### config.mk
export PLATFORM = sky130hd
export DESIGN_NAME = hazard_ctrl_flat
export DESIGN_NICKNAME = d
export VERILOG_FILES = /design/src/rtl/mips_pkg.sv /design/src/rtl/hazard_ctrl_if.sv /design/src/rtl/hazard_ctrl_md_busy_timer.sv /design/src/rtl/hazard_ctrl.sv /design/src/flat_wrapper.sv
export SDC_FILE = /design/constraint.sdc
export NUM_CORES = 1
export LEC_CHECK = 0
export CORE_ASPECT_RATIO = 1.25
export CORE_MARGIN = 2
export CORE_UTILIZATION = 45
export DETAILED_ROUTE_END_ITERATION = 10
export PLACE_DENSITY = 0.8
export RECOVER_POWER = 100
export SKIP_LAST_GASP = 1
export SYNTH_ARGS = -nofsm -noshare
export SYNTH_HDL_FRONTEND = slang
export SYNTH_SLANG_ARGS = --single-unit
### constraint.sdc
create_clock -name clk -period 3 [get_ports clk]
set_clock_uncertainty 0.2 [all_clocks]
set_input_delay 0.6 -clock clk [delete_from_list [all_inputs] [get_ports clk]]
set_output_delay 0.6 -clock clk [all_outputs]
set_load 0.01 [all_outputs]
### src/rtl/mips_pkg.sv
// Purpose: shared MIPS pipeline constants and the mult/div sequencing state enum.
// Latency: n/a (types and constants only).
// Backpressure: n/a.
package mips_pkg;

    localparam int REG_W = 5;
    localparam logic [REG_W-1:0] ZERO_REG = 5'd0;

    // Mult/div sequencing state, exported so trace monitors can decode it.
    typedef enum logic [0:0] {
        RUN     = 1'b0,
        MD_WAIT = 1'b1
    } md_state_e;

endpackage

### src/rtl/hazard_ctrl_if.sv
// Purpose: bundles the ID/EX hazard inputs and the pipeline-control outputs of hazard_ctrl.
// Latency: n/a (wiring only).
// Backpressure: n/a; pc_en/ifid_en are the stall controls carried on this bundle.
interface hazard_ctrl_if #(
    parameter int CNT_W = 16
);
    import mips_pkg::*;

    logic [REG_W-1:0] id_rs;
    logic [REG_W-1:0] id_rt;
    logic             id_uses_rs;
    logic             id_uses_rt;
    logic             id_is_md;
    logic             id_reads_hilo;
    logic [REG_W-1:0] ex_rd;
    logic             ex_mem_read;
    logic             ex_branch_taken;
    logic             stall_cnt_clr;

    logic             pc_en;
    logic             ifid_en;
    logic             ifid_flush;
    logic             idex_bubble;
    logic             md_start;
    logic             md_busy;
    logic [CNT_W-1:0] stall_cnt;

    // Pipeline side: presents instruction info, consumes the enables.
    modport master (
        output id_rs, id_rt, id_uses_rs, id_uses_rt, id_is_md, id_reads_hilo,
        output ex_rd, ex_mem_read, ex_branch_taken, stall_cnt_clr,
        input  pc_en, ifid_en, ifid_flush, idex_bubble, md_start, md_busy, stall_cnt
    );

    // Hazard controller side.
    modport slave (
        input  id_rs, id_rt, id_uses_rs, id_uses_rt, id_is_md, id_reads_hilo,
        input  ex_rd, ex_mem_read, ex_branch_taken, stall_cnt_clr,
        output pc_en, ifid_en, ifid_flush, idex_bubble, md_start, md_busy, stall_cnt
    );

endinterface

### src/rtl/hazard_ctrl_md_busy_timer.sv
// Purpose: tracks the in-flight mult/div op; busy for MD_LATENCY cycles after start.
// Latency: busy rises the cycle after start and stays high exactly MD_LATENCY cycles.
// Backpressure: none; start must not arrive while busy (ID stalls md ops then).
module md_busy_timer
    import mips_pkg::*;
#(
    parameter int MD_LATENCY = 4
) (
    input  logic clk,
    input  logic rst_n,
    input  logic start,
    output logic busy
);

    localparam int CW = $clog2(MD_LATENCY + 1);

    md_state_e     state_q, state_d;
    logic [CW-1:0] cnt_q, cnt_d;
    logic          busy_q;

    // State, down-counter and busy flag; reset aborts any in-flight count.
    always_ff @(posedge clk or negedge rst_n) begin
        if (!rst_n) begin
            state_q <= RUN;
            cnt_q   <= '0;
            busy_q  <= 1'b0;
        end else begin
            state_q <= state_d;
            cnt_q   <= cnt_d;
            busy_q  <= (state_d == MD_WAIT);
        end
    end

    // Next state: load on start, count down, leave MD_WAIT after the count hits 1.
    always_comb begin
        state_d = state_q;
        cnt_d   = cnt_q;
        unique case (state_q)
            RUN: begin
                if (start) begin
                    state_d = MD_WAIT;
                    cnt_d   = CW'(MD_LATENCY);
                end
            end
            MD_WAIT: begin
                if (cnt_q <= CW'(1)) begin
                    state_d = RUN;
                    cnt_d   = '0;
                end else begin
                    cnt_d = cnt_q - CW'(1);
                end
            end
            default: begin
                state_d = RUN;
                cnt_d   = '0;
            end
        endcase
    end

    assign busy = busy_q;

endmodule

### src/rtl/hazard_ctrl.sv
// Purpose: load-use / mult-div hazard detection, branch flush and stall-cycle counter.
// Latency: control outputs are combinational same-cycle; md_busy and stall_cnt are registered.
// Backpressure: stalls the front end by dropping pc_en/ifid_en and bubbling ID/EX.
module hazard_ctrl
    import mips_pkg::*;
#(
    parameter int MD_LATENCY = 4,
    parameter int CNT_W      = 16
) (
    input  logic           clk,
    input  logic           rst_n,
    hazard_ctrl_if.slave   hz
);

    logic             load_use;
    logic             md_hazard;
    logic             md_busy;
    logic [CNT_W-1:0] stall_cnt_q;

    md_busy_timer #(
        .MD_LATENCY (MD_LATENCY)
    ) u_md_busy_timer (
        .clk   (clk),
        .rst_n (rst_n),
        .start (hz.md_start),
        .busy  (md_busy)
    );

    assign load_use = hz.ex_mem_read && (hz.ex_rd != ZERO_REG) &&
                      ((hz.id_uses_rs && (hz.id_rs == hz.ex_rd)) ||
                       (hz.id_uses_rt && (hz.id_rt == hz.ex_rd)));

    assign md_hazard = md_busy && (hz.id_is_md || hz.id_reads_hilo);

    // Pipeline control: a taken branch wins (ID is wrong-path), then stalls, then issue.
    always_comb begin
        hz.pc_en       = 1'b1;
        hz.ifid_en     = 1'b1;
        hz.ifid_flush  = 1'b0;
        hz.idex_bubble = 1'b0;
        hz.md_start    = 1'b0;
        if (hz.ex_branch_taken) begin
            hz.ifid_flush  = 1'b1;
            hz.idex_bubble = 1'b1;
        end else if (load_use || md_hazard) begin
            hz.pc_en       = 1'b0;
            hz.ifid_en     = 1'b0;
            hz.idex_bubble = 1'b1;
        end else begin
            hz.md_start = hz.id_is_md;
        end
    end

    // Saturating count of stalled (pc_en low) cycles; clear beats increment.
    always_ff @(posedge clk or negedge rst_n) begin
        if (!rst_n) begin
            stall_cnt_q <= '0;
        end else if (hz.stall_cnt_clr) begin
            stall_cnt_q <= '0;
        end else if (!hz.pc_en && (stall_cnt_q != '1)) begin
            stall_cnt_q <= stall_cnt_q + CNT_W'(1);
        end
    end

    assign hz.md_busy   = md_busy;
    assign hz.stall_cnt = stall_cnt_q;

endmodule

### src/flat_wrapper.sv
// flat-port wrapper written by rule: the top's interface ports become plain ports
module hazard_ctrl_flat import mips_pkg::*;
#(
    parameter int MD_LATENCY = 4,
    parameter int CNT_W      = 16
)
  (clk, rst_n, hz_id_rs, hz_id_rt, hz_id_uses_rs, hz_id_uses_rt, hz_id_is_md, hz_id_reads_hilo, hz_ex_rd, hz_ex_mem_read, hz_ex_branch_taken, hz_stall_cnt_clr, hz_pc_en, hz_ifid_en, hz_ifid_flush, hz_idex_bubble, hz_md_start, hz_md_busy, hz_stall_cnt);
  hazard_ctrl_if #(.CNT_W(CNT_W)) hz_i ();
  input  logic clk;
  input  logic rst_n;
  input wire logic [$bits(hz_i.id_rs)-1:0] hz_id_rs;
  input wire logic [$bits(hz_i.id_rt)-1:0] hz_id_rt;
  input wire logic [$bits(hz_i.id_uses_rs)-1:0] hz_id_uses_rs;
  input wire logic [$bits(hz_i.id_uses_rt)-1:0] hz_id_uses_rt;
  input wire logic [$bits(hz_i.id_is_md)-1:0] hz_id_is_md;
  input wire logic [$bits(hz_i.id_reads_hilo)-1:0] hz_id_reads_hilo;
  input wire logic [$bits(hz_i.ex_rd)-1:0] hz_ex_rd;
  input wire logic [$bits(hz_i.ex_mem_read)-1:0] hz_ex_mem_read;
  input wire logic [$bits(hz_i.ex_branch_taken)-1:0] hz_ex_branch_taken;
  input wire logic [$bits(hz_i.stall_cnt_clr)-1:0] hz_stall_cnt_clr;
  output wire logic [$bits(hz_i.pc_en)-1:0] hz_pc_en;
  output wire logic [$bits(hz_i.ifid_en)-1:0] hz_ifid_en;
  output wire logic [$bits(hz_i.ifid_flush)-1:0] hz_ifid_flush;
  output wire logic [$bits(hz_i.idex_bubble)-1:0] hz_idex_bubble;
  output wire logic [$bits(hz_i.md_start)-1:0] hz_md_start;
  output wire logic [$bits(hz_i.md_busy)-1:0] hz_md_busy;
  output wire logic [$bits(hz_i.stall_cnt)-1:0] hz_stall_cnt;
  assign hz_i.id_rs = hz_id_rs;
  assign hz_i.id_rt = hz_id_rt;
  assign hz_i.id_uses_rs = hz_id_uses_rs;
  assign hz_i.id_uses_rt = hz_id_uses_rt;
  assign hz_i.id_is_md = hz_id_is_md;
  assign hz_i.id_reads_hilo = hz_id_reads_hilo;
  assign hz_i.ex_rd = hz_ex_rd;
  assign hz_i.ex_mem_read = hz_ex_mem_read;
  assign hz_i.ex_branch_taken = hz_ex_branch_taken;
  assign hz_i.stall_cnt_clr = hz_stall_cnt_clr;
  assign hz_pc_en = hz_i.pc_en;
  assign hz_ifid_en = hz_i.ifid_en;
  assign hz_ifid_flush = hz_i.ifid_flush;
  assign hz_idex_bubble = hz_i.idex_bubble;
  assign hz_md_start = hz_i.md_start;
  assign hz_md_busy = hz_i.md_busy;
  assign hz_stall_cnt = hz_i.stall_cnt;
  hazard_ctrl #(.MD_LATENCY(MD_LATENCY), .CNT_W(CNT_W)) u_core (.clk(clk), .rst_n(rst_n), .hz(hz_i));
endmodule
# [Word-level counts from Yosys, hierarchy flattened]
# Index checks and enable logic that the tools add are counted.
[totals] out_inout_bits=22 in_bits=24 register_bits=20 elab_cells=38
[classes] mux=15 n_addsub=2 n_lt_le_gt_ge=1 bitwise=1 reduce_logical=12 n_eq_ne=4
[op_table] cell="$mux W16" count=2
[op_table] cell="$add A16 B1 Y16 const B" count=1
[op_table] cell="$ne A16 B16 Y1 const B" count=1
[op_table] cell="$eq A5 B5 Y1" count=2
[op_table] cell="$mux W1" count=9
[op_table] cell="$logic_and A1 B1 Y1" count=6
[op_table] cell="$mux W3" count=2
[op_table] cell="$pmux W3 S2" count=1
[op_table] cell="$reduce_bool A5 Y1" count=1
[op_table] cell="$le A3 B1 Y1 const B" count=1
[op_table] cell="$logic_or A1 B1 Y1" count=3
[op_table] cell="$sub A3 B1 Y3 const B" count=1
[op_table] cell="$ne A2 B2 Y1 const B" count=1
[op_table] cell="$pmux W1 S2" count=1
[op_table] cell="$reduce_bool A2 Y1" count=1
[op_table] cell="$logic_not A1 Y1" count=1
[op_table] cell="$not A1 Y1" count=1

# [Logic depth before layout (Yosys ltp)]
[depth] ltp_word=11 depth_mapped=9 depth_no_buf=7

# [By module]
# Synthesis repeated with hierarchy kept, for this count alone.
[unflattened] hier_cells=145 hier_area_um2=1431.4
[modules_own_cells] module="hazard_ctrl" area_per_inst_um2=1223.7 seq_area_each_um2=400.4 cells_per_inst=125 n_inst=1
[modules_own_cells] module="md_busy_timer" area_per_inst_um2=207.7 seq_area_each_um2=100.1 cells_per_inst=20 n_inst=1

# [Worst setup path before layout]
# No wires, ideal clock.
[synth_path] path_type="input port to output port" start="input hz_ex_rd[0]" end="output hz_pc_en" slack_ns=0.284 path_stages=6 arrival_ns=1.916 path_cell_list="or4_1 -> o21a_1 -> a21boi_1 -> buf_2 -> or2_2 -> buf_4"
[synth_via] elab_chain_cells=7
[synth_lines] item="start: declaration" line="flat_wrapper.sv:17" text="input wire logic [$bits(hz_i.ex_rd)-1:0] hz_ex_rd;"
[synth_lines] item="$eq A5 B5 Y1 (on tied branches)" line="hazard_ctrl.sv:30, hazard_ctrl.sv:31"
[synth_lines] item="$logic_and A1 B1 Y1 (on tied branches)" line="hazard_ctrl.sv:30, hazard_ctrl.sv:31"
[synth_lines] item="$logic_or A1 B1 Y1" line="hazard_ctrl.sv:30" text="((hz.id_uses_rs && (hz.id_rs == hz.ex_rd)) ||"
[synth_lines] item="$logic_and A1 B1 Y1 *" line="hazard_ctrl.sv:29" text="assign load_use = hz.ex_mem_read && (hz.ex_rd != ZERO_REG) &&"
[synth_lines] item="$logic_or A1 B1 Y1 *" line="hazard_ctrl.sv:45" text="end else if (load_use || md_hazard) begin"
[synth_lines] item="$mux W1 * (2 in a row)"
[synth_lines] item="end: declaration" line="flat_wrapper.sv:21" text="output wire logic [$bits(hz_i.pc_en)-1:0] hz_pc_en;"
# Mark *: on every way between the ends. The rest lies on a longest branch, timed or not.

# [Final worst setup path]
[layout_path] start="input hz_ex_rd[1]" end="output hz_ifid_en"
[layout_via] elab_chain_cells=7
[layout_lines] item="$eq A5 B5 Y1 (on tied branches)" line="hazard_ctrl.sv:30, hazard_ctrl.sv:31"
[layout_lines] item="$logic_and A1 B1 Y1 (on tied branches)" line="hazard_ctrl.sv:30, hazard_ctrl.sv:31"
[layout_lines] item="$logic_or A1 B1 Y1" line="hazard_ctrl.sv:30"
[layout_lines] item="$logic_and A1 B1 Y1 *" line="hazard_ctrl.sv:29"
[layout_lines] item="$logic_or A1 B1 Y1 *" line="hazard_ctrl.sv:45"
[layout_lines] item="$mux W1 *" line="hazard_ctrl.sv:45"
[layout_lines] item="$mux W1 *" line="hazard_ctrl.sv:42" text="if (hz.ex_branch_taken) begin"
[layout_lines] item="end: declaration" line="flat_wrapper.sv:22" text="output wire logic [$bits(hz_i.ifid_en)-1:0] hz_ifid_en;"
# Marks and branches as above.

==> summary.md <==
| Metric | Value |
|---|---|
| CP Capture Type | output pin |
| Fin nets | 218 |
| Drt via density | just under 6 |
| Post-synthesis cell count | 145 |
| R2R Setup Slk | slightly below 400 ps |
| Initial Util | 0.481 |
| Met3 usage | 0.0374 |
| # Post-CTS Setup Buffers | 0 |
| Vias in the first global route | ~1.3k |
| Synth top area share | 0.385 |
| GPL Wtd Cong | 0.769 |
| Count leader, synth | dfrtp_1 |
| P_leak | 0.763 nW |
| Worst path depth | 7 |
| Setup slack at placement | -454 ps |
| GRT met1 Usage | 0.235 |
| # fillers | 237 |
| Synthesized area | 0.00130 mm2 |
| Antenna cell count | 0 |
| Worst Setup Path Type | input pin to output pin |
| Core Rows | 21 |
| Hold endpoint | u_core.u_md_busy_timer.cnt_q[0] |
| Synth cell types | 34 |
| Final worst-path cycle share | 0.971 |
| Top delay family on crit path | buffers and inverters |
| Layout cells sized above 1 | 0.105 |
| Busiest grt layer | met2 |
| Routed via count | between 1k and 1.5k |
| DRC | 0 |
| Area contributors post-synth | dfrtp_1, or4_1, xnor2_1 |
| Max Slew Vio Count | 0 |
| Sequential element share of the synthesized area | 0.385 |
| EDFF count, synth | 0 |
| H-tree depth | 1 |
| Min-Delay Startpoint | u_core.u_md_busy_timer.cnt_q[0] |
| Largest net degree at the start of global routing | 30 |
| Endpoints failing hold | 0 |
| CTS Hold Bufs | 0 |
| FFs w/ async S/R, synth | 1.00 |
| P per Cell Area | 441 mW/mm2 |
| Cell with the largest stage delay on the worst path | clkdlybuf4s50_1 |
| Initial antenna violation count | 0 |
| Unrepaired setup endpoints after global routing | false |
| GRT Total Usage | 0.206 |
| Worst path arrival time | 2110 ps |
| Warnings from Yosys | 0 |
| Num ports | 46 |
| Minimum clock period | between 2000 and 3000 ps |
| Clk Latency, worst-skew pair | about 310 ps |
| Hold depth | 1 |
| Clk sink count | 20 |
| First-pass GRT wire length | ~5500 um |
| Die Y | 64.1 um |
| Synth Flop Type | dfrtp_1 |
| Crit Path Max Fanout | 3 |
| Max Root-Sink Buffers | 2 |
| M2 GR Usage | 0.383 |
| DRT Wirelength | 3480 um |
| # port buffers | between 40 and 50 |
| Total Die Area | roughly 0.0033 mm2 |
| Worst path cell trace | clkdlybuf4s50_1 -> xnor2_1 -> nand4_1 -> o22ai_2 -> a21boi_2 -> or2_4 -> clkbuf_2 |
| Reg-to-reg critical path endpoint | u_core.hz.stall_cnt[11] |
| Hold crit path type | flip-flop to flip-flop |
| VDD IR max | ~260 uV |
| Num CTS Buffers | 3 |
| Clk root buf | clkbuf_4 |
| Worst path required time | about 2200 ps |
| Top cell type by total area after synthesis | dfrtp_1 |
| Core Footprint | 0.00271 mm2 |
| Measured slew at the worst slew-check pin | between 1000 and 1500 ps |
| Yosys reg bits | 20 |
| Congestion Overflow GR | 0 |
| Fin Hold WS | around 320 ps |
| Worst setup SP type | input pin |
| Die width | roughly 52 um |
| Mapped Nets | 172 |
| Maxcap violations | 0 |
| CP max stage delay | between 500 and 600 ps |
| Avg Cell Area, Syn | 8.97 um2 |
| First-pass DRT Iterations | 4 |
| Clock transition at path regs | 120 ps |
| CTS tree | done |
| Slew HR | 0.255 |
| R2R Path Start | u_core.hz.stall_cnt[0] |
| Status | finished clean |
| Reg2Reg Depth | 7 |
| Worst Slack Setup Final | between 80 and 90 ps |
| Final setup vio count | 0 |
| DR iter-0 viols | 21 |
| Syn-to-layout area delta | 41.3% |
| DR WL/cell | around 16 um |
| WP buf/inv | 2 |
| Setup crit start | hz_ex_rd[1] |
| Maximum clock frequency | 0.343 GHz |
| HPWL Detailed | approximately 2500 um |
| Commonest cells post-synth | dfrtp_1, a21oi_1, or4_1, nand2_1, xnor2_1 |
| Routed Antenna Nets | 0 |
## cell usage in the layout (no fill, tap or decap), types with 4 or more instances in the layout
master,n
dlygate4sd3_1,19
or4_1,11
nor2_1,9
inv_1,6
clkdlybuf4s50_1,18
nand2_1,10
o31ai_1,9
nand4_1,5
a21oi_1,13
xnor2_1,10
dfrtp_1,20
o21ai_0,7
nor4_1,4
## registers in the layout, indices dropped and copies added, names as in the netlist
signal and cells:
u_core.hz.stall_cnt 16, u_core.u_md_busy_timer.busy 1, u_core.u_md_busy_timer.cnt_q 3
## worst max-delay path by stage
stage                     slack (ps)    endpoint
after global placement          -430  hz_ifid_en
after detailed placement        -450  hz_ifid_en
after CTS                        -30  hz_ifid_en
final                             90  hz_ifid_en
after floorplan                  280    hz_pc_en
after global routing              40  hz_ifid_en
## area by class of cell
type	instances	area [um2]	share of cell area
inverter	6	22.5	0.0122
sequential	20	500	0.272
multi-input combinational	109	741	0.403
clock inverter	1	30.0	0.0163
clock buffer	3	22.5	0.0122
timing repair buffer	51	480	0.261
tap	34	42.5	0.0231
## metrics by stage
stage / std cells / TNS (ps) / utilization / total power [W] / area [um2]
finish: 224 / 0 / 0.680 / 0.000811 / 1840
global route: 224 / 0 / 0.680 / 0.000862 / 1840
CTS: 224 / -30.8 / 0.680 / 0.000824 / 1840
detailed placement: 220 / -1510 / 0.660 / 0.000607 / 1790
global placement: 220 / -1440 / 0.660 / 0.000590 / 1790
floorplan: 145 / 0 / - / 0.000492 / 1300
## power breakdown
part	internal (W)	switching, W
sequential	0.000298	0.0000298
combinational	0.000115	0.000146
clock	0.000135	0.0000861
total	0.000549	0.000262
## cells by family after synthesis
group / synth area share
simple gates: 0.258
mux: 0.0173
flops: 0.385
buf+inv: 0.0587
compound gates: 0.186
fa+ha+maj: 0.0288
xor+xnor: 0.0673
## metal layers
metal,routed length (um),vias up
li1,-,629
met3,282,4
met2,1810,56
met1,1360,632
met5,0,-
met4,34,0
## repair_timing
item,in CTS,in global routing
gates resized for setup,19,5
pin swaps,4,6
endpoints found under the setup margin,4,4
No activity file was read; power rests on OpenSTA's default activity.
